==> src/rtl/spi_target.sv <==
// SPI mode-0 target: oversamples SCK/CS_n/COPI in clk_i, deserialises RX bytes and serialises TX bytes on CIPO.
// Optional build macro SPI_TARGET_BYTE_CNT_EN adds the 16-bit saturating per-frame byte counter on byte_cnt_o.
module spi_target #(
  parameter int unsigned SyncStages = 2,
  parameter bit          MsbFirst   = 1'b1,
  parameter logic [7:0]  TxIdleByte = 8'hFF
) (
  input  logic        clk_i,
  input  logic        rst_i,
  input  logic        sck_i,
  input  logic        cs_ni,
  input  logic        copi_i,
  output logic        cipo_o,
  output logic        cipo_oe_o,
  output logic [7:0]  rx_data_o,
  output logic        rx_valid_o,
  input  logic        rx_ready_i,
  input  logic [7:0]  tx_data_i,
  input  logic        tx_valid_i,
  output logic        tx_ready_o,
  output logic        rx_overrun_o,
  output logic        tx_underrun_o,
  output logic [15:0] byte_cnt_o
);

  typedef enum logic {IDLE, ACTIVE} state_t;

  logic [SyncStages-1:0] sck_sync, cs_sync, copi_sync;
  logic s_sck_q, s_cs_q;
  logic s_sck, s_cs_n, s_copi;
  logic sck_rise, sck_fall, cs_fall, cs_rise;

  state_t     state;
  logic [2:0] bit_cnt;
  logic [7:0] rx_sh, tx_sh, tx_next, rx_next;
  logic       byte_done;
  logic       frame_start, byte_end, load_evt;

  // CS_n synchronisers reset to "selected" so a host already holding CS low
  // across reset does not look like a fresh falling edge.
  always_ff @(posedge clk_i) begin
    if (rst_i) begin
      sck_sync  <= '0;
      cs_sync   <= '0;
      copi_sync <= '0;
      s_sck_q   <= 1'b0;
      s_cs_q    <= 1'b0;
    end else begin
      sck_sync  <= {sck_sync[SyncStages-2:0], sck_i};
      cs_sync   <= {cs_sync[SyncStages-2:0], cs_ni};
      copi_sync <= {copi_sync[SyncStages-2:0], copi_i};
      s_sck_q   <= s_sck;
      s_cs_q    <= s_cs_n;
    end
  end

  assign s_sck    = sck_sync[SyncStages-1];
  assign s_cs_n   = cs_sync[SyncStages-1];
  assign s_copi   = copi_sync[SyncStages-1];
  assign sck_rise =  s_sck & ~s_sck_q;
  assign sck_fall = ~s_sck &  s_sck_q;
  assign cs_fall  = ~s_cs_n &  s_cs_q;
  assign cs_rise  =  s_cs_n & ~s_cs_q;

  function automatic logic first_bit(input logic [7:0] b);
    return MsbFirst ? b[7] : b[0];
  endfunction

  function automatic logic [7:0] shift_out(input logic [7:0] b);
    return MsbFirst ? {b[6:0], 1'b0} : {1'b0, b[7:1]};
  endfunction

  assign tx_next     = tx_valid_i ? tx_data_i : TxIdleByte;
  assign rx_next     = MsbFirst ? {rx_sh[6:0], s_copi} : {s_copi, rx_sh[7:1]};
  assign frame_start = (state == IDLE) & cs_fall;
  assign byte_end    = (state == ACTIVE) & ~cs_rise & sck_rise & (bit_cnt == 3'd7);
  assign load_evt    = ~rst_i & (frame_start | byte_end);

  // The TX handshake is same-cycle: the byte on tx_data_i is taken at the clock edge ending this pulse.
  assign tx_ready_o    = load_evt & tx_valid_i;
  assign tx_underrun_o = load_evt & ~tx_valid_i;

  always_ff @(posedge clk_i) begin
    if (rst_i) begin
      state        <= IDLE;
      bit_cnt      <= 3'd0;
      rx_sh        <= 8'h00;
      tx_sh        <= 8'h00;
      byte_done    <= 1'b0;
      cipo_o       <= 1'b1;
      cipo_oe_o    <= 1'b0;
      rx_data_o    <= 8'h00;
      rx_valid_o   <= 1'b0;
      rx_overrun_o <= 1'b0;
    end else begin
      byte_done    <= 1'b0;
      rx_overrun_o <= 1'b0;

      // A completed byte lands one cycle after the last SCK rise; an accept in that cycle frees the slot.
      if (rx_valid_o && rx_ready_i)
        rx_valid_o <= 1'b0;
      if (byte_done) begin
        if (!rx_valid_o || rx_ready_i) begin
          rx_data_o  <= rx_sh;
          rx_valid_o <= 1'b1;
        end else begin
          rx_overrun_o <= 1'b1;
        end
      end

      case (state)
        IDLE: begin
          cipo_oe_o <= 1'b0;
          if (cs_fall) begin
            state     <= ACTIVE;
            cipo_oe_o <= 1'b1;
            bit_cnt   <= 3'd0;
            cipo_o    <= first_bit(tx_next);
            tx_sh     <= shift_out(tx_next);
          end
        end
        ACTIVE: begin
          cipo_oe_o <= 1'b1;
          if (cs_rise) begin
            state     <= IDLE;
            cipo_oe_o <= 1'b0;
            bit_cnt   <= 3'd0;
            cipo_o    <= 1'b1;
          end else begin
            if (sck_rise) begin
              rx_sh   <= rx_next;
              bit_cnt <= bit_cnt + 3'd1;
              if (bit_cnt == 3'd7) begin
                byte_done <= 1'b1;
                tx_sh     <= tx_next;
              end
            end
            // tx_sh always holds the bits still to be driven, so a reload and a mid-byte fall look the same.
            if (sck_fall) begin
              cipo_o <= first_bit(tx_sh);
              tx_sh  <= shift_out(tx_sh);
            end
          end
        end
        default: state <= IDLE;
      endcase
    end
  end

`ifdef SPI_TARGET_BYTE_CNT_EN
  logic [15:0] byte_cnt;

  always_ff @(posedge clk_i) begin
    if (rst_i)
      byte_cnt <= 16'h0000;
    else if (frame_start)
      byte_cnt <= 16'h0000;
    else if (byte_end && byte_cnt != 16'hFFFF)
      byte_cnt <= byte_cnt + 16'h0001;
  end

  assign byte_cnt_o = byte_cnt;
`else
  assign byte_cnt_o = 16'h0000;
`endif

endmodule

==> config.mk <==
export PLATFORM = sky130hd
export DESIGN_NAME = spi_target
export DESIGN_NICKNAME = d
export VERILOG_FILES = /design/src/rtl/spi_target.sv
export SDC_FILE = /design/constraint.sdc
export NUM_CORES = 1
export LEC_CHECK = 0
export BUFFER_PORTS_ARGS = -buffer_cell sky130_fd_sc_hd__buf_2
export CAP_MARGIN = 20
export CORE_UTILIZATION = 35
export CTS_BUF_LIST = sky130_fd_sc_hd__clkbuf_2 sky130_fd_sc_hd__clkbuf_4 sky130_fd_sc_hd__clkbuf_8
export CTS_CLUSTER_SIZE = 16
export DETAILED_ROUTE_END_ITERATION = 10
export PLACE_DENSITY = 0.52
export SYNTH_ARGS = -nofsm -noshare
export SYNTH_HDL_FRONTEND = slang
export SYNTH_SLANG_ARGS = --single-unit
==> constraint.sdc <==
create_clock -name clk_i -period 3.1 [get_ports clk_i]
set_input_delay 0.31 -clock clk_i [delete_from_list [all_inputs] [get_ports clk_i]]
set_output_delay 0.31 -clock clk_i [all_outputs]
set_load 0.01 [all_outputs]
# Word-level counts from Yosys, hierarchy flattened
# Cells that the tools add are included.
# op_classes
addsub	1
n_eq_ne	7
mux	23
n_bitwise	22
n_reduce_logical	10
# ops
op	count
$mux W8	6
$pmux W8 S2	1
$and A1 B1 Y1	11
$mux W1	10
$not A1 Y1	10
$mux W3	3
$ne A3 B3 Y1 const B	3
$pmux W3 S2	1
$reduce_and A2 Y1	3
$ne A2 B2 Y1 const B	2
$pmux W1 S2	2
$reduce_and A4 Y1	1
$reduce_or A4 Y1	1
$add A3 B1 Y3 const B	1
$eq A3 B3 Y1 const B	1
$ne A3 B2 Y1 const B	1
$reduce_and A3 Y1	1
$reduce_or A2 Y1	1
$logic_and A1 B1 Y1	1
$logic_not A1 Y1	1
$logic_or A1 B1 Y1	1
$or A1 B1 Y1	1
# totals
regBits	40
input_bits	15
output_inout_bits	30

# Longest topological paths before layout
# Gate-level depths: netlist of run 1.
# logic_depth
ltp_word	9
depth_mapped	7
ltp_nobuf	6

# Least setup slack after synthesis of run 1
# OpenSTA, ideal clock, no wires.
# synth_timing
kind	reg-to-output
from	reg bit_cnt[0]
to	out tx_ready_o
arrival_ns	1.247
path_slack_ns	1.543
path_stages_with_launch	7
n_path_buf	0
path_cell_list	dfxtp_1 -> ha_1 -> ha_1 -> nand3_1 -> a21oi_1 -> a41oi_1 -> nor3b_1
# synth_between
elab_chain_len	5
# synth_lines
element	line_no	rtl
start: declaration	34	logic [2:0] bit_cnt;
start signal: assignment	132	bit_cnt <= bit_cnt + 3'd1;
$eq A3 B3 Y1	76	assign byte_end = (state == ACTIVE) & ~cs_rise & sck_rise & (bit_cnt == 3'd7);
$and A1 B1 Y1	76	
$or A1 B1 Y1	77	assign load_evt = ~rst_i & (frame_start | byte_end);
$and A1 B1 Y1	77	
$and A1 B1 Y1	80	assign tx_ready_o = load_evt & tx_valid_i;
end: declaration	20	output logic tx_ready_o,
# No other way between the ends.

# Worst setup path in the final report of run 1
# layout_timing
from	reg state
to	out tx_ready_o
# layout_between
elab_chain_len	6
word_cells_on_any_way	8
cone_classes	bitwise: 8
# layout_lines
element	line_no	rtl
start: declaration	33	state_t state;
start signal: assignment	85	state <= IDLE;
start signal: assignment	115	state <= ACTIVE;
start signal: assignment	125	state <= IDLE;
$and A1 B1 Y1 (3 in a row)	76	
$or A1 B1 Y1 *	77	
$and A1 B1 Y1 *	77	
$and A1 B1 Y1 *	80	
# Every way passes the cells marked *; elsewhere a longest branch is shown, timed or not.

==> results of run 1 <==
[sequential cells by signal, indices dropped and copies added (netlist names)]
signal        count
s_cs_q            1
rx_overrun_o      1
byte_done         1
copi_sync         2
tx_sh             8
cipo_o            1
cs_sync           2
state             1
bit_cnt           3
rx_sh             8
rx_data_o         8
s_sck_q           1
rx_valid_o        1
sck_sync          2
[final timing paths]
path | start | endpoint | slack, ps
worst max-delay path | state$_SDFF_PP0_ | tx_ready_o | 840
worst min-delay path | rx_ready_i | rx_overrun_o$_SDFF_PP0_ | 220
worst max register to register | state$_SDFF_PP0_ | tx_sh[4]$_SDFFE_PP0P_ | 1250
worst min register to register | copi_sync[1]$_SDFF_PP0_ | rx_sh[0]$_SDFFE_PP0P_ | 440
[cell usage in the layout, fill, tap and decap left out, types with 7 or more instances in the layout]
cell      Yosys  routed
nor3b_1      11      11
a21oi_1      13      13
dfxtp_1      40      40
nand2b_1     10      10
nor2b_1       8       8
nor2_1       15      15
nand2_1      18      18
o22ai_1       7       7
a211o_1       8       8
conb_1        1      16
mux2i_1      15      15
buf_2         2      28
inv_1         7       7
[per-layer routing]
layer,track usage,routed length [um]
met5,0,0
met1,0.170,1670
met2,0.193,1480
met4,0.0494,19
met3,0.0463,188
[through the flow]
step           power (mW)  utilization  instance area, sq um
2_1_floorplan       0.609            -                  1950
6_report             1.06        0.414                  2130
5_1_grt              1.10        0.414                  2130
3_3_place_gp        0.615        0.390                  2010
4_1_cts              1.07        0.414                  2130
3_5_place_dp        0.614        0.390                  2010
[cells in the mapped netlist, types with 2 or more instances]
library cell / instances / area, sq um
o21ai_0: 2 / 10.0
o21ai_2: 2 / 17.5
nor2b_1: 8 / 50.1
clkbuf_1: 3 / 11.3
nor3_1: 2 / 10.0
buf_2: 2 / 10.0
dfxtp_1: 40 / 801
a22oi_1: 3 / 22.5
nand2b_1: 10 / 62.6
nor2_1: 15 / 56.3
mux2i_1: 15 / 150
buf_1: 2 / 7.51
ha_1: 4 / 50.1
a21oi_1: 13 / 65.1
a211o_1: 8 / 70.1
nand2_1: 18 / 67.6
o22ai_1: 7 / 43.8
nor4b_1: 2 / 17.5
buf_4: 18 / 135
inv_1: 7 / 26.3
nor3b_1: 11 / 82.6
[cells by family after synthesis]
group | synth area share
AOI/OAI and AO/OA | 0.146
adders and majority gates | 0.0265
buffers and inverters | 0.107
DFF | 0.424
muxes | 0.0794
other | 0.00198
and+or+nand+nor | 0.216
[final cells by class]
cell class | count | area (sq um)
Fill cell | 557 | 3010
Multi-Input combinational cell | 148 | 945
Sequential cell | 40 | 801
Timing Repair Buffer | 29 | 148
Tap cell | 70 | 87.6
Clock buffer | 6 | 82.6
Clock inverter | 2 | 38.8
Inverter | 7 | 26.3
[worst max-delay path: stages, from the launching register on]
cell and delay, ps:
dfxtp_1 850, nand2b_4 280, a21oi_1 70, a41oi_1 230
nor3b_1 80, buf_2 140
[power breakdown]
group          internal, mW  leakage, nW  total [mW]  switching (mW)
clock                 0.263       0.0614       0.454           0.190
combinational        0.0306        0.563      0.0733          0.0427
sequential            0.522        0.324       0.528         0.00693
total                 0.816        0.948        1.06           0.240
==> out/results.txt, run 1 <==
setup ws final -> 843 ps
pin count of the biggest net entering global routing -> 34
hold_buf cts -> 0
unrepaired setup endpoints after global routing -> no
max_slew headroom -> 0.459
Top-Level Pins -> 45
antenna violation net count after detailed routing -> 0
Cell Area, Synth -> 0.00189 sq mm
First-pass DRT Iterations -> 4
via count -> 1381
Clock Path Buffers -> 2
die area -> 0.00570 sq mm
gr ovfl total -> 0
Reg clk slew, reported paths -> 80 ps
Max Clk Rate -> 0.443 GHz
library cells used by synthesis -> 35
Post-route DRC -> 0
starting density of the core -> 0.368
Hold Path Depth -> 2
final hold viol count -> 0
sequential share of the synthesized area -> 0.424
WP data required -> 2790 ps
status -> complete, no violations
Worst-Skew Late Latency -> 290 ps
Tmin final -> 2260 ps
Worst EP arrival -> 1950 ps
# diodes -> 0
share of layout cells above drive strength 1 -> 0.194
Fin Hold WS -> 220 ps
CTS buffer count -> 5
post-detail-place hpwl -> 2310 um
pre-CTS setup slack -> 1130 ps
I/O Buffers -> 28
root buf cell -> clkbuf_8
setup tns final -> 0 ps
DRT Wirelength -> 3360 um
syn_area_per_cell -> 9.18 sq um
vias per inst -> 4.57
Post-synth EDFFs -> 0
PD cells -> 496 mW/mm^2
Main synth FF type -> dfxtp_1
Wirelength per Cell -> 11.1 um
startpoint types -> flip-flop
die span in x -> 75.5 um
CP Class -> reg2out
vias in the first global route -> 1125
post-CTS sizing -> 0
DR iter-0 viols -> 52
Hold Crit Class -> in2reg
Worst Path Max Fanout -> 28
nets@finish -> 250
FF-to-FF path depth -> 4
first-pass GRT wire length -> 5450 um
Leak -> 0.948 nW
final slew viol count -> 0
Synth Instances -> 206
final RePlAce weighted congestion -> 0.742
Yosys reg bits -> 40
post-CTS setup buffer count -> 0
Async S/R FF share, synth -> 0
H-tree depth -> 2
core area -> 0.00514 sq mm
GR Util All Layers -> 0.129
Max-cap violations -> 0
area grow syn2layout -> 12.6%
actual slew at the worst max-slew pin -> 810 ps
endpoints failing setup -> 0
crit end category -> output port
die height -> 75.5 um
# clock sinks -> 40
num rows -> 26
antenna violations before repair -> 0
Tcrit/Tclk final -> 0.728
peak supply drop -> 203 uV
Yosys Warn Count -> 0
post-route insts no fill -> 302
TritonCTS clock tree -> built
placed cells -> 294
Layout Skew -> 5.65 ps
Power figures use the tool's default switching activity.
==> run 2, diff against run 1 <==
--- a/config.mk
+++ b/config.mk
@@ -5,6 +5,7 @@
 export SDC_FILE = /design/constraint.sdc
 export NUM_CORES = 1
 export LEC_CHECK = 0
+export ABC_AREA = 1
 export BUFFER_PORTS_ARGS = -buffer_cell sky130_fd_sc_hd__buf_2
 export CAP_MARGIN = 20
 export CORE_UTILIZATION = 35
==> constraint.sdc (replaced) <==
create_clock -name clk_i -period 2.1 [get_ports clk_i]
set_input_delay 0.21 -clock clk_i [delete_from_list [all_inputs] [get_ports clk_i]]
set_output_delay 0.21 -clock clk_i [all_outputs]
set_load 0.01 [all_outputs]
==> run 2 against run 1 <==
Final cell count up 23%; non-clock buffer count up 1; count of clock-buffer cells in the layout unchanged; critical endpoint is now tx_underrun_o.
==> out/results.txt, run 2 <==
first-pass GRT wire length -> 5800 um (was 5450 um)
final RePlAce weighted congestion -> 0.758 (was 0.742)
# clock sinks -> 40 (unchanged)
Post-route DRC -> 0 (unchanged)
Commonest cells post-synth -> nor2_1, nand2_1, dfxtp_1, inv_1, o21ai_0 (was dfxtp_1, buf_4, nand2_1, mux2i_1, nor2_1)
H-tree depth -> 2 (unchanged)
die span in x -> 75.3 um (was 75.5 um)
top-count cell post-synth -> nor2_1 (was dfxtp_1)
Worst Path Max Fanout -> 9 (was 28)
worst hold endpoint -> copi_sync[0]$_SDFF_PP0_ (was rx_overrun_o$_SDFF_PP0_)
Max-cap violations -> 0 (unchanged)
area grow syn2layout -> 12.0% (was 12.6%)
Wirelength per Cell -> 9.99 um (was 11.1 um)
antenna violations before repair -> 0 (unchanged)
I/O Buffers -> 28 (unchanged)
vias in the first global route -> 1270 (was 1125)
final hold viol count -> 0 (unchanged)
Synth Instances -> 272 (was 206)
CTS buffer count -> 5 (unchanged)
GR Util All Layers -> 0.139 (was 0.129)
root buf cell -> clkbuf_8 (unchanged)
met2 GRT Util -> 0.210 (was 0.193)
Layout Skew -> 4.25 ps (was 5.65 ps)
Tmin final -> 1900 ps
Worst-Skew Late Latency -> 290 ps (about the same)
sequential share of the synthesized area -> 0.426 (was 0.424)
Yosys Warn Count -> 0 (unchanged)
Cell Area, Synth -> 0.00188 sq mm (was 0.00189 sq mm)
commonest cells after routing, fill and taps aside -> nor2_1, nand2_1, dfxtp_1 (was dfxtp_1, buf_2, nand2_1)
Hold Crit Class -> in2reg (unchanged)
buffers and inverters on the worst path -> 3 (was 1)
post-detail-place hpwl -> 2610 um (was 2310 um)
antenna violation net count after detailed routing -> 0 (unchanged)
CP Class -> reg2out (unchanged)
commonest non-fill, non-tap cell in the layout -> nor2_1 (was dfxtp_1)
Post-synth EDFFs -> 0 (unchanged)
Fin Hold WS -> 119 ps (was 220 ps)
Async S/R FF share, synth -> 0 (unchanged)
grt peak-use layer -> met2 (unchanged)
num rows -> 26 (unchanged)
TritonCTS clock tree -> built (unchanged)
setup ws final -> 196 ps (was 843 ps)
DRT Wirelength -> 3700 um (was 3360 um)
RR Startpoint -> sck_sync[1]$_SDFF_PP0_ (was state$_SDFF_PP0_)
CP delay by family, top -> simple AND/OR/NAND/NOR gates (was flip-flops)
crit end category -> output port (unchanged)
core area -> 0.00514 sq mm (unchanged)
Yosys top cell by area -> dfxtp_1 (unchanged)
Synth top area share -> 0.426 (was 0.424)
met3 GRT Util -> 0.0402 (was 0.0463)
Yosys reg bits -> 40 (unchanged)
syn_area_per_cell -> 6.90 sq um (was 9.18 sq um)
WP data required -> 1890 ps (was 2790 ps)
peak supply drop -> 411 uV (was 203 uV)
r2r endpoint -> tx_sh[7]$_SDFFE_PP0P_ (was tx_sh[4]$_SDFFE_PP0P_)
pre-CTS setup slack -> 472 ps (was 1130 ps)
top post-synthesis cells by area -> dfxtp_1, nor2_1, nand2_1, o21ai_0, buf_4 (was dfxtp_1, mux2i_1, buf_4, nor3b_1, a211o_1)
status -> complete, no violations (unchanged)
pin count of the biggest net entering global routing -> 22 (was 34)
die height -> 75.3 um (was 75.5 um)
Hold Path Depth -> 3 (was 2)
unrepaired setup endpoints after global routing -> no (unchanged)
FF-to-FF path depth -> 8 (was 4)
DR iter-0 viols -> 127 (was 52)
Crit path largest cell delay -> 380 ps (was 850 ps)
routing usage on met1 -> 0.185 (was 0.170)
Reg clk slew, reported paths -> 70 ps (was 80 ps)
flop-to-flop setup slack -> 610 ps (was 1250 ps)
via count -> 1615 (was 1381)
PD cells -> 655 mW/mm^2 (was 496 mW/mm^2)
Clock Path Buffers -> 2 (unchanged)
starting density of the core -> 0.365 (was 0.368)
Tcrit/Tclk final -> 0.907
Main synth FF type -> dfxtp_1 (unchanged)
setup tns final -> 0 ps (unchanged)
Top-Level Pins -> 45 (unchanged)
crit path max-delay cell type -> dfxtp_1 (unchanged)
Max Clk Rate -> 0.525 GHz
worst hold start -> copi_i (was rx_ready_i)
library cells used by synthesis -> 21 (was 35)
nets@finish -> 319 (was 250)
endpoints failing setup -> 0 (unchanged)
startpoint types -> flip-flop (unchanged)
gr ovfl total -> 0 (unchanged)
die area -> 0.00566 sq mm (was 0.00570 sq mm)
Leak -> 1.05 nW (was 0.948 nW)
biggest regs -> rx_data_o x8, rx_sh x8, tx_sh x8 (unchanged)
# diodes -> 0 (unchanged)
First-pass DRT Iterations -> 4 (unchanged)
Worst EP arrival -> 1690 ps (was 1950 ps)
crit-path cells -> inv_1 -> nand2_2 -> nand3_2 -> inv_4 -> nand3_1 -> a21oi_1 -> buf_2 (was nand2b_4 -> a21oi_1 -> a41oi_1 -> nor3b_1 -> buf_2)
share of layout cells above drive strength 1 -> 0.153 (was 0.194)
vias per inst -> 4.36 (was 4.57)
final slew viol count -> 0 (unchanged)
## run 2: report_power, final
| group | total (mW) | internal (mW) | switching, mW |
|---|---|---|---|
| Sequential | 0.775 | 0.770 | 0.00573 |
| Clock | 0.489 | 0.239 | 0.251 |
| Combinational | 0.113 | 0.0387 | 0.0746 |
## run 2: repair_timing
item | CTS | global route
setup buffers | 0 | 0
hold buffers | 0 | 0
endpoints found under the setup margin | 0 | 1
gates resized for setup | 0 | 1
## run 2: per-layer routing
| metal | vias up | part of all wire |
|---|---|---|
| met1 | 699 | 0.50 |
| met4 | 0 | 0.017 |
| met2 | 45 | 0.43 |
| li1 | 864 | - |
| met5 | - | 0 |
| met3 | 7 | 0.058 |
## run 2: cell families after synthesis
group,synth area share
flops,0.426
buf+inv,0.158
other cells,0.00200
simple gates,0.303
fa+ha+maj,0.0266
compound gates,0.0839
## run 2: area by class of cell
class	instances	area, sq um
flip-flops and latches	40	801
inverters	37	141
clock buffers	6	76.3
multi-input cells	186	837
repair buffers	30	155
clock inverters	1	5.00
fillers	563	3040
well taps	70	87.6
## run 2: per-stage QoR
| step | instances | power [mW] | util | area, sq um |
|---|---|---|---|---|
| after floorplan | 287 | 0.895 | - | 1930 |
| after global placement | 363 | 0.907 | 0.393 | 2020 |
| final | 370 | 1.38 | 0.409 | 2100 |
| after CTS | 370 | 1.40 | 0.409 | 2100 |
| after global routing | 370 | 1.45 | 0.409 | 2100 |
| after detailed placement | 363 | 0.906 | 0.393 | 2020 |
## run 2: how the worst max path moves through the flow
stage	startpoint	slack (ps)	to	cells after the start
6_report	s_cs_q$_SDFF_PP0_	200	tx_underrun_o	7
5_1_grt	s_sck_q$_SDFF_PP0_	10	tx_underrun_o	7
4_1_cts	s_cs_q$_SDFF_PP0_	140	tx_underrun_o	7
3_5_place_dp	s_cs_q$_SDFF_PP0_	470	tx_underrun_o	7
3_3_place_gp	s_cs_q$_SDFF_PP0_	470	tx_underrun_o	7
2_1_floorplan	sck_sync[1]$_SDFF_PP0_	700	tx_sh[5]$_SDFFE_PP0P_	10
## run 2: worst register-to-register path: cells and delay by family, from the launching register on
family / cells / cell delay (ps)
buf+inv: 1 / 60
flops: 1 / 340
compound gates: 1 / 180
simple gates: 5 / 500
fa+ha+maj: 1 / 310
==> run 3, diff against run 2 <==
--- a/config.mk
+++ b/config.mk
@@ -5,7 +5,6 @@
 export SDC_FILE = /design/constraint.sdc
 export NUM_CORES = 1
 export LEC_CHECK = 0
-export ABC_AREA = 1
 export BUFFER_PORTS_ARGS = -buffer_cell sky130_fd_sc_hd__buf_2
 export CAP_MARGIN = 20
 export CORE_UTILIZATION = 35
==> run 3 against run 2 <==
Clock power is 0.8% lower; critical path depth is the same; final cell count fell by 18%; total power down 0.18%; sequential power increased by 0.5%; clock skew up 3.7 ps; via count fell by 13%; maximum frequency shrank 2.6%; register-to-register slack lost 160 ps; first-iteration DRC count down 45%; highest routed layer unchanged.
==> out/results.txt, run 3 (synthesis results as in run 1) <==
RR Startpoint -> bit_cnt[0]$_SDFFE_PP0P_ (was sck_sync[1]$_SDFF_PP0_)
starting density of the core -> 0.368 (was 0.365)
WP data required -> 1890 ps (about the same)
Hold Crit Class -> in2reg (unchanged)
Post-route DRC -> 0 (unchanged)
Max Clk Rate -> 0.511 GHz (was 0.525 GHz)
endpoints failing setup -> 0 (unchanged)
post-CTS setup buffer count -> 0 (unchanged)
final slew viol count -> 0 (unchanged)
post-detail-place hpwl -> 2320 um (was 2610 um)
final hold viol count -> 0 (unchanged)
placed cells -> 295 (was 363)
Clock Path Buffers -> 2 (unchanged)
share of layout cells above drive strength 1 -> 0.203 (was 0.153)
core area -> 0.00514 sq mm (unchanged)
Top-Level Pins -> 45 (unchanged)
Hold Path Depth -> 2 (was 3)
worst hold endpoint -> sck_sync[0]$_SDFF_PP0_ (was copi_sync[0]$_SDFF_PP0_)
die area -> 0.00570 sq mm (was 0.00566 sq mm)
GR Util All Layers -> 0.134 (was 0.139)
Layout Skew -> 8.00 ps (was 4.25 ps)
# diodes -> 0 (unchanged)
num rows -> 26 (unchanged)
r2r endpoint -> tx_sh[4]$_SDFFE_PP0P_ (was tx_sh[7]$_SDFFE_PP0P_)
CP Class -> reg2out (unchanged)
multi-input combinational cell area -> 950 sq um (was 837 sq um)
Worst EP arrival -> 1750 ps (was 1690 ps)
status -> complete, no violations (unchanged)
vias in the first global route -> 1256 (was 1270)
Max-cap violations -> 0 (unchanged)
# clock sinks -> 40 (unchanged)
startpoint types -> flip-flop (unchanged)
first-pass GRT wire length -> 5690 um (was 5800 um)
post-route insts no fill -> 302 (was 370)
max_slew headroom -> 0.567
final RePlAce weighted congestion -> 0.722 (was 0.758)
Leak -> 0.934 nW (was 1.05 nW)
DR iter-0 viols -> 70 (was 127)
commonest cells after routing, fill and taps aside -> dfxtp_1, buf_2, nand2_1 (was nor2_1, nand2_1, dfxtp_1)
die height -> 75.5 um (was 75.3 um)
Reg clk slew, reported paths -> 80 ps (was 70 ps)
via count -> 1397 (was 1615)
Worst Path Max Fanout -> 4 (was 9)
I/O Buffers -> 28 (unchanged)
total power -> 1.38 mW (about the same)
FF-to-FF path depth -> 6 (was 8)
Wirelength per Cell -> 11.0 um (was 9.99 um)
TritonCTS clock tree -> built (unchanged)
antenna violations before repair -> 0 (unchanged)
pre-CTS setup slack -> 444 ps (was 472 ps)
CTS buffer count -> 5 (unchanged)
actual slew at the worst max-slew pin -> 650 ps
DRT Wirelength -> 3330 um (was 3700 um)
# fillers -> 568 (was 563)
biggest regs -> rx_data_o x8, rx_sh x8, tx_sh x8 (unchanged)
antenna violation net count after detailed routing -> 0 (unchanged)
peak supply drop -> 202 uV (was 411 uV)
gr ovfl total -> 0 (unchanged)
Tmin final -> 1960 ps (was 1900 ps)
worst hold start -> sck_i (was copi_i)
Worst-Skew Late Latency -> 290 ps (about the same)
First-pass DRT Iterations -> 4 (unchanged)
Tcrit/Tclk final -> 0.931 (was 0.907)
area grow syn2layout -> 11.2% (was 12.0%)
beginning of the critical path -> bit_cnt[0]$_SDFFE_PP0P_ (was s_cs_q$_SDFF_PP0_)
unrepaired setup endpoints after global routing -> no (unchanged)
post-CTS sizing -> 0 (unchanged)
crit end category -> output port (unchanged)
commonest non-fill, non-tap cell in the layout -> dfxtp_1 (was nor2_1)
vias per inst -> 4.63 (was 4.36)
root buf cell -> clkbuf_8 (unchanged)
hold_buf cts -> 0 (unchanged)
die span in x -> 75.5 um (was 75.3 um)
nets@finish -> 251 (was 319)
sequential cell area -> 802 sq um (was 801 sq um)
flop-to-flop setup slack -> 450 ps (was 610 ps)
setup tns final -> 0 ps (unchanged)
PD cells -> 654 mW/mm^2 (was 655 mW/mm^2)
pin count of the biggest net entering global routing -> 38 (was 22)
H-tree depth -> 2 (unchanged)
setup ws final -> 144 ps (was 196 ps)
==> run 3: cell count changes in the layout (fill, tap and decap cells not counted), sizes merged, moves of 15 or more <==
cell and change:
nand3 -22, nand2 -27, nor2 -47, mux2i +15, inv -30, o21ai -19
==> run 3: worst max path at each step <==
stage                            end  slack (ps)  cells after the start
2_1_floorplan  tx_sh[1]$_SDFFE_PP0P_         590                      6
3_3_place_gp              tx_ready_o         470                      5
3_5_place_dp   tx_sh[5]$_SDFFE_PP0P_         440                      6
4_1_cts                   tx_ready_o         140                      7
5_1_grt                   tx_ready_o           4                      7
6_report                  tx_ready_o         140                      7
==> run 3: critical path: stages (launching register included) <==
cell	delay, ps
dfxtp_1	330
ha_1	200
ha_1	220
nand3_1	90
a21oi_1	60
a41oi_1	310
nor3b_2	90
buf_2	160
==> run 3: layer usage <==
layer  GRT usage  vias up  part of all wire
met1       0.168      634              0.51
li1            -      725                 -
met5           0        -                 0
met2       0.207       32              0.42
met3      0.0437        6             0.051
met4      0.0617        0             0.018
==> run 3: area by class of cell <==
cell class                      instances  area share
Multi-Input combinational cell        148       0.452
Timing Repair Buffer                   30      0.0738
Tap cell                               70      0.0417
Clock buffer                            5      0.0327
Clock inverter                          2     0.00595
Inverter                                7      0.0125
Sequential cell                        40       0.382
==> run 3: report_power, final <==
group	switching, mW	internal, mW	total [mW]
logic	0.0652	0.0463	0.112
clock network	0.260	0.225	0.485
registers	0.00852	0.770	0.779
total	0.334	1.04	1.38
==> run 3: per-stage QoR <==
stage          utilization  cell area (sq um)  hold slack, ps
3_5_place_dp         0.392               2010             421
3_3_place_gp         0.392               2010             421
6_report             0.409               2100             128
2_1_floorplan            -               1950             289
4_1_cts              0.408               2100             117
5_1_grt              0.409               2100             132
